**src/rtl/par2ser_stream.sv**
```systemverilog
// par2ser_stream: parallel-to-serial converter with valid/ready on both sides.
// A DATA_W-bit frame is emitted as DATA_W/LANE_W beats of LANE_W bits each.
// A one-frame holding buffer lets consecutive frames follow each other with
// no idle cycle between them. A saturating idle counter flags a missing input.
module par2ser_stream #(
    parameter int DATA_W    = 400,
    parameter int LANE_W    = 1,
    parameter bit LSB_FIRST = 1'b1,
    parameter int IDLE_MAX  = 480,
    parameter int IDLE_W    = 10
) (
    input  logic              clk,
    input  logic              rst,
    input  logic [DATA_W-1:0] in_data,
    input  logic              in_valid,
    output logic              in_ready,
    output logic [LANE_W-1:0] out_data,
    output logic              out_valid,
    input  logic              out_ready,
    output logic              out_first,
    output logic              out_last,
    output logic              busy,
    output logic [IDLE_W-1:0] idle_cnt,
    output logic              idle_flag
);

    localparam int BEATS = DATA_W / LANE_W;
    localparam int CNT_W = $clog2(BEATS) + 1;
    localparam logic [CNT_W-1:0]  LAST_BEAT = CNT_W'(BEATS - 1);
    localparam logic [IDLE_W-1:0] IDLE_SAT  = IDLE_W'(IDLE_MAX + 1);

    typedef enum logic {
        S_IDLE,
        S_SHIFT
    } state_t;

    state_t            state;
    state_t            state_nxt;
    logic [DATA_W-1:0] shreg;
    logic [DATA_W-1:0] shreg_shifted;
    logic [DATA_W-1:0] hold_buf;
    logic              hold_full;
    logic [CNT_W-1:0]  beat_cnt;
    logic [LANE_W-1:0] lane;
    logic [IDLE_W-1:0] idle_inc;
    logic              accept;
    logic              beat_xfer;
    logic              last_xfer;

    // in_ready comes straight from a flop, so in_valid never reaches it combinationally.
    assign in_ready  = ~hold_full;
    assign accept    = in_valid & in_ready;
    assign beat_xfer = out_valid & out_ready;
    assign last_xfer = beat_xfer & (beat_cnt == LAST_BEAT);

    // The outgoing lane always sits at the end of the shift register nearest the output.
    assign lane          = LSB_FIRST ? shreg[LANE_W-1:0] : shreg[DATA_W-1 -: LANE_W];
    assign shreg_shifted = LSB_FIRST ? (shreg >> LANE_W) : (shreg << LANE_W);
    assign idle_inc      = idle_cnt + 1'b1;

    // State register.
    always_ff @(posedge clk or negedge rst) begin
        if (!rst) begin
            state <= S_IDLE;
        end else begin
            // NOTE: every clocked assignment uses <= so all flops update from pre-edge values.
            state <= state_nxt;
        end
    end

    // Next-state logic: leave SHIFT only when the last beat goes out with nothing queued behind it.
    always_comb begin
        // NOTE: default first so every path assigns state_nxt and no latch is inferred.
        state_nxt = state;
        case (state)
            S_IDLE:  if (accept) state_nxt = S_SHIFT;
            S_SHIFT: if (last_xfer && !hold_full && !accept) state_nxt = S_IDLE;
            default: state_nxt = S_IDLE;
        endcase
    end

    // Output decode: everything visible downstream is qualified by out_valid.
    always_comb begin
        out_valid = (state == S_SHIFT);
        out_first = out_valid & (beat_cnt == '0);
        out_last  = out_valid & (beat_cnt == LAST_BEAT);
        out_data  = out_valid ? lane : '0;
        busy      = out_valid | hold_full;
    end

    // Datapath: load, shift, holding-buffer fill and hand-off.
    always_ff @(posedge clk or negedge rst) begin
        if (!rst) begin
            // NOTE: the wide data registers are reset too, so a frame cut off by reset leaves no residue.
            shreg     <= '0;
            hold_buf  <= '0;
            hold_full <= 1'b0;
            beat_cnt  <= '0;
        end else if (state == S_IDLE) begin
            if (accept) begin
                shreg    <= in_data;
                beat_cnt <= '0;
            end
        end else if (last_xfer) begin
            beat_cnt <= '0;
            if (hold_full) begin
                shreg     <= hold_buf;
                hold_full <= 1'b0;
            end else if (accept) begin
                shreg <= in_data;
            end else begin
                shreg <= '0;
            end
        end else begin
            if (beat_xfer) begin
                beat_cnt <= beat_cnt + 1'b1;
                shreg    <= shreg_shifted;
            end
            if (accept) begin
                hold_buf  <= in_data;
                hold_full <= 1'b1;
            end
        end
    end

    // Idle counter: cleared by an accepted frame, otherwise counts up and saturates.
    always_ff @(posedge clk or negedge rst) begin
        if (!rst) begin
            idle_cnt  <= '0;
            idle_flag <= 1'b0;
        end else if (accept) begin
            idle_cnt  <= '0;
            idle_flag <= 1'b0;
        end else if (idle_cnt != IDLE_SAT) begin
            idle_cnt  <= idle_inc;
            idle_flag <= (idle_inc == IDLE_SAT);
        end
    end

endmodule
```
**config.mk**
```make
export PLATFORM = sky130hd
export DESIGN_NAME = par2ser_stream
export DESIGN_NICKNAME = d
export VERILOG_FILES = /design/src/rtl/par2ser_stream.sv
export SDC_FILE = /design/constraint.sdc
export NUM_CORES = 1
export LEC_CHECK = 0
export ABC_AREA = 1
export CAP_MARGIN = 0
export CORE_ASPECT_RATIO = 0.8
export CORE_MARGIN = 10
export CORE_UTILIZATION = 30
export CTS_CLUSTER_SIZE = 25
export DETAILED_ROUTE_END_ITERATION = 10
export SLEW_MARGIN = 20
export SYNTH_ARGS = -nofsm -noshare
export SYNTH_HDL_FRONTEND = slang
export SYNTH_SLANG_ARGS = --single-unit
```
**constraint.sdc**
```tcl
create_clock -name clk -period 5 [get_ports clk]
set_input_delay 0.75 -clock clk [delete_from_list [all_inputs] [get_ports clk]]
set_output_delay 0.75 -clock clk [all_outputs]
set_load 0.01 [all_outputs]
```
==> flow_summary.ini <==
[die]
die_h_um = 364
die_x_um = 451
ios = 421
core_area_um2 = 147000
initial_core_util_pct = 30.2
row_count = 126
dieArea_um2 = 164000

[clock_network]
cts_hold_buf = 0
max-clock-path-buffers = 3
clock_sinks = 823
h-tree-depth = 3
cts_setup_buffers = 0
path_clk_slew_ns = 0.06
clock_latency_ns = 0.72
numCtsBuffers = 95
root_buffer = clkbuf_16
cts.repair.resized = 0
cts_tree = done

[worst_setup_path]
cp-start-kind = flip-flop
crit_required_ns = 4.25
critPathArrivalTime_ns = 3.13
cp_slowest_cell = dfrtp_4
crit_chain = buf_12 > nand2_1 > inv_1 > clkdlybuf4s50_1
cp_max_fo = 154
worstSetupPathType = reg -> out
end_kind = output pin
slowest_delay_ns = 0.91

[hold_path]
hp-class = in -> async

[finish]
layout_commonest_cell = nand2_1
num-fill-cells = 15296
area_delta_synth_final_pct = 19.6
final-seq-area_um2 = 20600
finish.utilization_pct = 36.1
drive_above_1_share_pct = 6.73
most-common-layout-cells = nand2_1 (2,101), o21ai_0 (884), dfrtp_1 (821)
multi_input_area_um2 = 18900
nNetsFinal = 6865

[route]
wl_met2_mm = 69.8
drc = 0
m1WireLength_mm = 68.2
vias_per_cell = 4.76
drt_iter0_drc = 3109
wl_mm = 150
num_vias = 40614
maxUsedRoutingLayer = met5
wl_per_cell_um = 17.6
first_pass_iters = 6
drtAntennaViolNets = 0
wl_met3_mm = 7.91

[logic_synthesis]
synthFlopType = dfrtp_1
ys_async_sr_fraction_pct = 100
yosys_warnings = 0
syn_area_per_cell_um2 = 7.07
ys_types = 34
synth_seq_area_share_pct = 46.3
synth.area.top_cells = dfrtp_1 (46%), nand2_1 (18%), o21ai_0 (9.9%), inv_1 (6.7%), nor2_1 (3.9%)
synth_edf_count = 0
synth_top_area_share_pct = 46.3
netlist_instances = 6289
synth_area_um2 = 44500
synth_top_area_cell = dfrtp_1
synth-seq-cells = 823
synth_nets = 6698

[sta]
relSlewSlack_pct = 21.6
fin_crit_ns = 3.88
rsz0062_at_grt = false
hold_viol_final = 0
worstMarginPinSlew_ns = 1.18
setup_viol = 0
setup-tns-final_ns = 0
fmax_mhz = 258
fin_crit_sh_pct = 77.6
worst_clock_skew_ns = 0.0260
slew_viol_final = 0

[placed_design]
gp_congestion = 0.792
dp_hpwl_mm = 88.8
port_buffers = 420

[grt]
grt_use_total_pct = 17.7
grt_max_degree = 246
antenna_found_initial = 29
grt_pass1_vias = 39116
globalRoute.totalOverflow = 0
grt_pass1_wl_mm = 234

[run_status]
status = completed

[pwr]
pwr_density_cell_nw_per_um2 = 321
ir_drop_mv = 0.226
leakage_nw = 24.8

[run]
drv_cap = 0
-- worst max-delay path: cells and delay by family, from the launching register on --
kind / cells / cell delay [ns]
DFF: 1 / 0.91
buffers and inverters: 3 / 1.34
and+or+nand+nor: 1 / 0.10
-- worst paths after layout --
kind | slack, ns | start | end | depth (start not counted)
max in group asynchronous | 3.64 | rst | hold_buf[289] | 2
setup reg to reg | 1.46 | hold_full | shreg[45] | 8
min in group clk | 0.48 | shreg[44] | shreg[44] | 2
hold / removal | 0.15 | rst | shreg[374] | 1
setup / recovery | 1.12 | out_valid | out_data | 4
hold reg to reg | 0.48 | shreg[44] | shreg[44] | 2
-- Yosys cell counts, types with 3 or more instances --
cell and count:
a21oi_1 231, buf_1 18, buf_12 11, buf_2 136, buf_4 12, buf_6 22
clkbuf_1 215, dfrtp_1 823, ha_1 5, inv_1 791, inv_2 3, nand2_1 2103
nand2_2 103, nand3_1 262, nand4_1 3, nor2_1 466, nor3_1 6, o21ai_0 884
o21ai_2 100, o22ai_1 78, xor2_1 4
-- layout make-up --
| class | instances | share of cell area [%] |
|---|---|---|
| multi-input cells | 4256 | 35.4 |
| inverters | 796 | 5.68 |
| diodes | 16 | 0.0752 |
| clock inverters | 35 | 0.839 |
| repair buffers | 484 | 9.28 |
| well taps | 1984 | 4.66 |
| clock buffers | 141 | 5.32 |
| flip-flops and latches | 823 | 38.7 |
-- metrics by stage --
stage / cell area [um^2] / setup slack, ns / power [mW] / instances / hold WS, ns
after global placement: 49900 / 1.04 / 9.75 / 8343 / 0.463
after floorplan: 44500 / 2.67 / 8.72 / 6289 / 0.449
after global routing: 53200 / 0.980 / 17.9 / 8534 / 0.178
after CTS: 53200 / 1.02 / 17.3 / 8519 / 0.146
final: 53200 / 1.12 / 17.1 / 8535 / 0.152
after detailed placement: 49900 / 1.07 / 9.77 / 8343 / 0.465
-- where the power goes --
group / switching (mW) / internal [mW] / leakage (nW) / total (mW)
sequential: 0.296 / 7.19 / 9.66 / 7.49
clock: 3.08 / 4.35 / 1.62 / 7.43
combinational: 1.26 / 0.904 / 13.5 / 2.16
-- metal layers --
metal	up-vias	global-route usage (%)
met3	211	2.83
met4	4	6.41
met2	1122	28.7
met1	19432	23.9
met5	-	0
li1	19845	-
-- cell families after synthesis --
logic type | count (synthesis) | share of synthesized area [%]
xor gates and xnor gates | 4 | 0.0787
and+or+nand+nor | 2951 | 26.4
adders and majority gates | 5 | 0.141
DFF | 823 | 46.3
AOI/OAI and AO/OA | 1296 | 15.7
buffers and inverters | 1210 | 11.5
-- state kept, by name, indices dropped and copies added, names as in the netlist --
register   cells
hold_buf     400
shreg        400
beat_cnt      10
idle_cnt      10
hold_full      1
idle_flag      1
out_valid      1
(Power assumes the default switching activity.)
